==> src/rtl/mips_mem_if_pkg.sv <==
// ============================================================================
//  Module      : mips_mem_if_pkg
//  Description : Shared types and fault codes for the MIPS memory interface.
//  Revision    : 1.0
// ============================================================================
`default_nettype none

package mips_mem_if_pkg;

    typedef enum logic [1:0] {
        MEM_FAULT_NONE    = 2'b00,
        MEM_FAULT_ALIGN   = 2'b01,
        MEM_FAULT_RANGE   = 2'b10,
        MEM_FAULT_IRPROTO = 2'b11
    } fault_code_t;

    typedef struct packed {
        logic valid;
        logic tag;
        logic bad;
    } rd_entry_t;

    // Misalignment outranks out-of-range when both apply.
    function automatic fault_code_t classify_access(input logic misaligned,
                                                    input logic out_of_range);
        fault_code_t code;
        code = MEM_FAULT_NONE;
        if (misaligned)
            code = MEM_FAULT_ALIGN;
        else if (out_of_range)
            code = MEM_FAULT_RANGE;
        return code;
    endfunction

endpackage

`default_nettype wire

==> src/rtl/mips_mem_if_if.sv <==
// ============================================================================
//  Module      : mips_mem_if_if
//  Description : Datapath/RAM-side bus bundle of the MIPS memory interface.
//  Revision    : 1.0
// ============================================================================
`default_nettype none

interface mips_mem_if_if #(
    parameter int ADDR_W = 10
) ();

    logic [31:0]       pc;
    logic [31:0]       alu_out;
    logic              IorD;
    logic              MemWrite;
    logic              IRWrite;
    logic [31:0]       wr_data;
    logic [ADDR_W-1:0] ram_addr;
    logic              ram_we;
    logic [31:0]       ram_wdata;
    logic [31:0]       ram_rdata;
    logic [31:0]       instr;
    logic [31:0]       mem_data;
    logic              rd_valid;
    logic              fault;
    logic [1:0]        fault_code;

    modport master (
        output pc, alu_out, IorD, MemWrite, IRWrite, wr_data, ram_rdata,
        input  ram_addr, ram_we, ram_wdata, instr, mem_data, rd_valid,
               fault, fault_code
    );

    modport slave (
        input  pc, alu_out, IorD, MemWrite, IRWrite, wr_data, ram_rdata,
        output ram_addr, ram_we, ram_wdata, instr, mem_data, rd_valid,
               fault, fault_code
    );

endinterface

`default_nettype wire

==> src/rtl/mips_rd_pipe.sv <==
// ============================================================================
//  Module      : mips_rd_pipe
//  Description : DEPTH-stage shift register of {valid, tag, bad} read entries.
//  Revision    : 1.0
// ============================================================================
`default_nettype none

module mips_rd_pipe
    import mips_mem_if_pkg::*;
#(
    parameter int DEPTH = 1
) (
    input  wire logic      clk,
    input  wire logic      rst,
    input  rd_entry_t      push,
    output rd_entry_t      head
);

    logic [3*DEPTH-1:0] r_shift;

    generate
        if (DEPTH == 1) begin : g_single
            always_ff @(posedge clk) begin
                if (!rst)
                    r_shift <= '0;
                else
                    r_shift <= push;
            end
        end else begin : g_multi
            always_ff @(posedge clk) begin
                if (!rst)
                    r_shift <= '0;
                else
                    r_shift <= {r_shift[3*DEPTH-4:0], push};
            end
        end
    endgenerate

    assign head = r_shift[3*DEPTH-1 -: 3];

endmodule

`default_nettype wire

==> src/rtl/mips_mem_if.sv <==
// ============================================================================
//  Module      : mips_mem_if
//  Description : Multicycle MIPS memory interface: address select, write
//                gating, tagged read tracking, IR/MDR and sticky fault report.
//  Revision    : 1.0
// ============================================================================
`default_nettype none

module mips_mem_if
    import mips_mem_if_pkg::*;
#(
    parameter int ADDR_W = 10,
    parameter int RD_LAT = 1
) (
    input  wire logic     clk,
    input  wire logic     rst,
    mips_mem_if_if.slave  bus
);

    logic [31:0] w_byte_addr;
    logic        w_misaligned;
    logic        w_out_of_range;
    logic        w_access_fault;
    fault_code_t w_access_code;
    rd_entry_t   w_push;
    rd_entry_t   w_head;
    logic [31:0] w_ret_word;
    logic        w_mdr_load;
    logic        w_ir_load;
    logic        w_proto_fault;

    logic [31:0] r_instr;
    logic [31:0] r_mdr;
    logic        r_fault;
    fault_code_t r_fault_code;

    assign w_byte_addr    = bus.IorD ? bus.alu_out : bus.pc;
    assign w_misaligned   = |w_byte_addr[1:0];
    assign w_out_of_range = |w_byte_addr[31:ADDR_W+2];
    assign w_access_fault = w_misaligned | w_out_of_range;
    assign w_access_code  = classify_access(w_misaligned, w_out_of_range);

    assign bus.ram_addr  = w_byte_addr[ADDR_W+1:2];
    assign bus.ram_wdata = bus.wr_data;
    assign bus.ram_we    = rst & bus.MemWrite & ~w_access_fault;

    // Write cycles occupy a pipeline slot as an invalid entry.
    assign w_push = '{valid: ~bus.MemWrite, tag: bus.IorD, bad: w_access_fault};

    mips_rd_pipe #(
        .DEPTH (RD_LAT)
    ) u_rd_pipe (
        .clk  (clk),
        .rst  (rst),
        .push (w_push),
        .head (w_head)
    );

    assign w_ret_word    = w_head.bad ? 32'h0 : bus.ram_rdata;
    assign w_mdr_load    = w_head.valid & w_head.tag;
    assign w_ir_load     = bus.IRWrite & w_head.valid & ~w_head.tag;
    assign w_proto_fault = bus.IRWrite & ~(w_head.valid & ~w_head.tag);

    always_ff @(posedge clk) begin
        if (!rst) begin
            r_instr      <= '0;
            r_mdr        <= '0;
            r_fault      <= 1'b0;
            r_fault_code <= MEM_FAULT_NONE;
        end else begin
            if (w_mdr_load)
                r_mdr <= w_ret_word;
            if (w_ir_load)
                r_instr <= w_ret_word;
            // Only the first fault is recorded; access faults beat protocol.
            if (!r_fault) begin
                if (w_access_fault) begin
                    r_fault      <= 1'b1;
                    r_fault_code <= w_access_code;
                end else if (w_proto_fault) begin
                    r_fault      <= 1'b1;
                    r_fault_code <= MEM_FAULT_IRPROTO;
                end
            end
        end
    end

    assign bus.instr      = r_instr;
    assign bus.mem_data   = r_mdr;
    assign bus.rd_valid   = w_head.valid;
    assign bus.fault      = r_fault;
    assign bus.fault_code = r_fault_code;

endmodule

`default_nettype wire

==> src/flat_wrapper.sv <==
// flat-port wrapper written by rule: the top's interface ports become plain ports
module mips_mem_if_flat import mips_mem_if_pkg::*;
#(
    parameter int ADDR_W = 10,
    parameter int RD_LAT = 1
)
  (clk, rst, bus_pc, bus_alu_out, bus_IorD, bus_MemWrite, bus_IRWrite, bus_wr_data, bus_ram_rdata, bus_ram_addr, bus_ram_we, bus_ram_wdata, bus_instr, bus_mem_data, bus_rd_valid, bus_fault, bus_fault_code);
  mips_mem_if_if #(.ADDR_W(ADDR_W)) bus_i ();
  input  wire logic clk;
  input  wire logic rst;
  input wire logic [$bits(bus_i.pc)-1:0] bus_pc;
  input wire logic [$bits(bus_i.alu_out)-1:0] bus_alu_out;
  input wire logic [$bits(bus_i.IorD)-1:0] bus_IorD;
  input wire logic [$bits(bus_i.MemWrite)-1:0] bus_MemWrite;
  input wire logic [$bits(bus_i.IRWrite)-1:0] bus_IRWrite;
  input wire logic [$bits(bus_i.wr_data)-1:0] bus_wr_data;
  input wire logic [$bits(bus_i.ram_rdata)-1:0] bus_ram_rdata;
  output wire logic [$bits(bus_i.ram_addr)-1:0] bus_ram_addr;
  output wire logic [$bits(bus_i.ram_we)-1:0] bus_ram_we;
  output wire logic [$bits(bus_i.ram_wdata)-1:0] bus_ram_wdata;
  output wire logic [$bits(bus_i.instr)-1:0] bus_instr;
  output wire logic [$bits(bus_i.mem_data)-1:0] bus_mem_data;
  output wire logic [$bits(bus_i.rd_valid)-1:0] bus_rd_valid;
  output wire logic [$bits(bus_i.fault)-1:0] bus_fault;
  output wire logic [$bits(bus_i.fault_code)-1:0] bus_fault_code;
  assign bus_i.pc = bus_pc;
  assign bus_i.alu_out = bus_alu_out;
  assign bus_i.IorD = bus_IorD;
  assign bus_i.MemWrite = bus_MemWrite;
  assign bus_i.IRWrite = bus_IRWrite;
  assign bus_i.wr_data = bus_wr_data;
  assign bus_i.ram_rdata = bus_ram_rdata;
  assign bus_ram_addr = bus_i.ram_addr;
  assign bus_ram_we = bus_i.ram_we;
  assign bus_ram_wdata = bus_i.ram_wdata;
  assign bus_instr = bus_i.instr;
  assign bus_mem_data = bus_i.mem_data;
  assign bus_rd_valid = bus_i.rd_valid;
  assign bus_fault = bus_i.fault;
  assign bus_fault_code = bus_i.fault_code;
  mips_mem_if #(.ADDR_W(ADDR_W), .RD_LAT(RD_LAT)) u_core (.clk(clk), .rst(rst), .bus(bus_i));
endmodule
==> config.mk <==
export PLATFORM = sky130hd
export DESIGN_NAME = mips_mem_if_flat
export DESIGN_NICKNAME = d
export VERILOG_FILES = /design/src/rtl/mips_mem_if_pkg.sv /design/src/rtl/mips_mem_if_if.sv /design/src/rtl/mips_rd_pipe.sv /design/src/rtl/mips_mem_if.sv /design/src/flat_wrapper.sv
export SDC_FILE = /design/constraint.sdc
export NUM_CORES = 1
export LEC_CHECK = 0
export ABC_AREA = 1
export BUFFER_PORTS_ARGS = -buffer_cell sky130_fd_sc_hd__buf_4
export CORE_AREA = 2 2 93 95
export CTS_BUF_LIST = sky130_fd_sc_hd__clkbuf_4 sky130_fd_sc_hd__clkbuf_8
export DETAILED_ROUTE_END_ITERATION = 10
export DIE_AREA = 0 0 95 97
export PLACE_DENSITY = 0.78
export SLEW_MARGIN = 20
export SYNTH_ARGS = -nofsm -noshare
export SYNTH_HDL_FRONTEND = slang
export SYNTH_SLANG_ARGS = --single-unit
==> constraint.sdc <==
create_clock -name clk -period 1.45 [get_ports clk]
set_input_delay 0.29 -clock clk [delete_from_list [all_inputs] [get_ports clk]]
set_output_delay 0.29 -clock clk [all_outputs]
set_load 0.01 [all_outputs]
==> qor.csv <==
stage,metric,value,unit
detailed_routing,antenna-violating nets left,0,
cells_and_area,n_diodes,0,
synthesis,largest family of logic cells by synthesized area,simple AND/OR/NAND/NOR gates,
clock_tree,CTS buffer count,9,
detailed_routing,DRC viols,0,
synthesis,"Warnings, synthesis",0,
timing,Pins Over Slew Limit,0,
clock_tree,Post-CTS Setup Inserts,0,
critical_path,worst reg2reg path startpoint,u_core.u_rd_pipe.head[2],
synthesis,Synth top area share,0.4484,
grt,first-pass GRT wire length,14.90,mm
cells_and_area,FILL cells,791,
die,chip height,97,um
synthesis,post-synthesis mux area share,0,
critical_path,"Largest stage delay, worst path",0.13,ns
timing,setup ws final,0.03191,ns
detailed_routing,total wire length,9.247,mm
job,Max Cap Viol,0,
timing,Rel. slew slack,0.7286,
critical_path,FF-to-FF End,u_core.bus.instr[25],
die,die width,95,um
die,DIE AREA,9215,um2
critical_path,CP Cell Sequence,buf_4 > nor2_1 > nand2_1 > nor2_1 > nand3_1 > nand2_2 > nand2_1 > nor2_1 > buf_4,
synthesis,mapped cell area,3125,um2
status,outcome,"finished, final reports clean",
placement,Routability Congestion,0.8161,
detailed_routing,TritonRoute pass-1 iters,4,
synthesis,simple-gate share of the synthesized area,0.2458,
critical_path,WS Path Type,input port to primary output,
critical_path,cells on worst reg2reg path,5,
timing,Worst-Margin Slew,0.4067,ns
synthesis,cell taking the most area after synthesis,dfxtp_1,
critical_path,"CP delay by family, top",simple AND/OR/NAND/NOR gates,
clock_tree,hold buffers post-CTS,0,
synthesis,synth top area cells,"dfxtp_1 (45%), nand2_1 (13%), nor2_1 (10%)",
critical_path,FF-to-FF setup slack,0.28,ns
timing,Tcrit/Tclk final,0.9780,
die,io pins,244,
synthesis,"Seq/Total Area, Yosys",0.4484,
power,Pleak,2.328,nW
timing,fin crit period,1.418,ns
critical_path,WP data arrival,1.13,ns
clock_tree,Skew-Pair Late Insertion Delay,0.34,ns
grt,largest net degree at the start of global routing,35,
synthesis,XOR/XNOR Fraction of Synth Area,0,
synthesis,post-synthesis adder-cell area fraction,0,
clock_tree,CTS tree,built,
timing,Final Hold Fails,0,
synthesis,Avg Inst Size Synth,6.884,um2
critical_path,worst-path fanout max,2,
clock_tree,CTS root buf,clkbuf_8,
cells_and_area,Nets,735,
synthesis,Cells after Synth,454,
hold_path,hold depth,2,
synthesis,Seq cells post-synth,70,
die,core region area,8134,um2
critical_path,startpoint types,input port,
synthesis,Synth Net Count,587,
placement,IO Port Bufs,179,
cells_and_area,Area Overhead vs Synth,48.48,%
synthesis,Compound-Gate Fraction of Synth Area,0.1541,
synthesis,Yosys cell types,19,
placement,DPL Wire Length,6.877,mm
critical_path,CP Data Required Time,1.16,ns
grt,antenna violations before repair,0,
power,power per cell area,925.0,nW/um2
grt,Tot GR Track Use,0.2039,
die,row cnt,33,
hold_path,Hold Crit Start,bus_MemWrite,
clock_tree,clock transition at the registers of the reported paths,0.07,ns
timing,fmax,0.7052,GHz
timing,Fin Clk Skew,0.01075,ns
power,Worst VDD drop,0.0006582,V
timing,worst hold slack,0.1255,ns
hold_path,Worst Hold Endpoint,u_core.u_rd_pipe.head[2],
cells_and_area,Final Core Density,0.5705,
power,Tot Pwr,0.004293,W
clock_tree,maximum clock insertion buffer count,2,
die,Initial Utilization,0.3842,
timing,final setup violation count,0,
grt,total grt overflow,0,
clock_tree,H-tree depth,3,
placement,Setup WS pre-CTS,-0.02993,ns
detailed_routing,DR WL/cell,12.99,um
critical_path,crit end category,primary output,
critical_path,CP bufs+invs,2,
hold_path,min-delay worst type,input port to flip-flop,
detailed_routing,DR vias/cell,4.669,
clock_tree,CTS Sinks,70,
critical_path,"Slowest-stage cell, CP",buf_4,
cells_and_area,layout cells sized above 1,0.3608,
grt,number of global-route vias before repair,3299,
detailed_routing,Starting DRT DRC Count,89,
detailed_routing,vias post-DR,3324,
timing,RSZ-0062 raised after global routing,yes,
critical_path,"Top cell by count, worst path",nor2_1,
==> through the flow <==
stage	TNS, ns	cells	cell area, um2
2_1_floorplan	0	454	3126
3_3_place_gp	-0.03515	696	4375
3_5_place_dp	-0.02993	696	4375
4_1_cts	0	712	4623
5_1_grt	-0.05895	712	4641
6_report	0	712	4641
==> cell usage after synthesis (all sizes together) <==
library cell  number
nand2            107
nor2              88
dfxtp             70
a21oi             48
buf               44
o21ai             44
inv               34
clkbuf            12
nand3              4
clkinv             1
o31ai              1
or2                1
==> sequential cells by signal (all words and copies together) (netlist names) <==
register,flops
u_core.bus.instr,32
u_core.bus.mem_data,32
u_core.u_rd_pipe.head,3
u_core.bus.fault_code,2
u_core.bus.fault,1
==> cells by family after synthesis <==
kind of cell | after synthesis
buf+inv | 91
compound gates | 93
simple gates | 200
flops | 70
==> cell usage in the layout, fill, tap and decap left out, types with 3 or more instances in the layout <==
cell	Yosys	routed
buf_4	32	180
o21ai_0	43	43
clkinvlp_4	0	3
dfxtp_1	70	70
inv_1	33	33
nor2_1	87	82
a21oi_1	48	48
nor2_2	1	6
clkbuf_8	0	10
nand2_1	106	106
buf_6	0	12
nand3_1	3	3
==> per-layer routing <==
layer  vias up  part of all wire  global-route usage
met3        24             0.087             0.08178
met1      1502              0.40              0.2227
met2       121              0.49              0.3519
met5         -                 0                   0
met4         0             0.020             0.07135
li1       1677                 -                   -
==> worst max path at each step <==
stage | startpoint | end | slack (ns) | cells after the start
CTS | bus_alu_out[15] | bus_ram_we | 0.0006 | 9
detailed placement | bus_IorD | bus_ram_we | -0.03 | 8
finish | bus_alu_out[25] | bus_ram_we | 0.03 | 9
global route | bus_alu_out[25] | bus_ram_we | -0.06 | 9
global placement | bus_IorD | bus_ram_we | -0.04 | 8
floorplan | bus_IorD | bus_ram_we | 0.17 | 6
==> area by class of cell <==
class	count	area, um2	area share
flip-flops and latches	70	1401	0.3020
repair buffers	193	1506	0.3246
inverters	35	131.4	0.02831
clock buffers	10	137.6	0.02966
well taps	105	131.4	0.02831
clock inverters	6	70.07	0.01510
multi-input cells	293	1262	0.2720
==> timing repair <==
item                                    CTS  global route
endpoints found under the setup margin    1             1
resized for setup                        11             6
pin swaps                                17             9
==> worst register-to-register path: cells and delay by family (launching register included) <==
family	cells	cell delay [ns]
buffers and inverters	1	0.29
flip-flops	1	0.37
AND/OR/NAND/NOR	2	0.21
AO/OA/AOI/OAI	2	0.25
==> power by group <==
group          leakage [nW]  internal, W  switching [W]
Sequential            0.570      0.00199      0.0000370
Clock                0.0951     0.000849       0.000741
Combinational          1.66     0.000372       0.000306
Power figures use the tool's default switching activity.
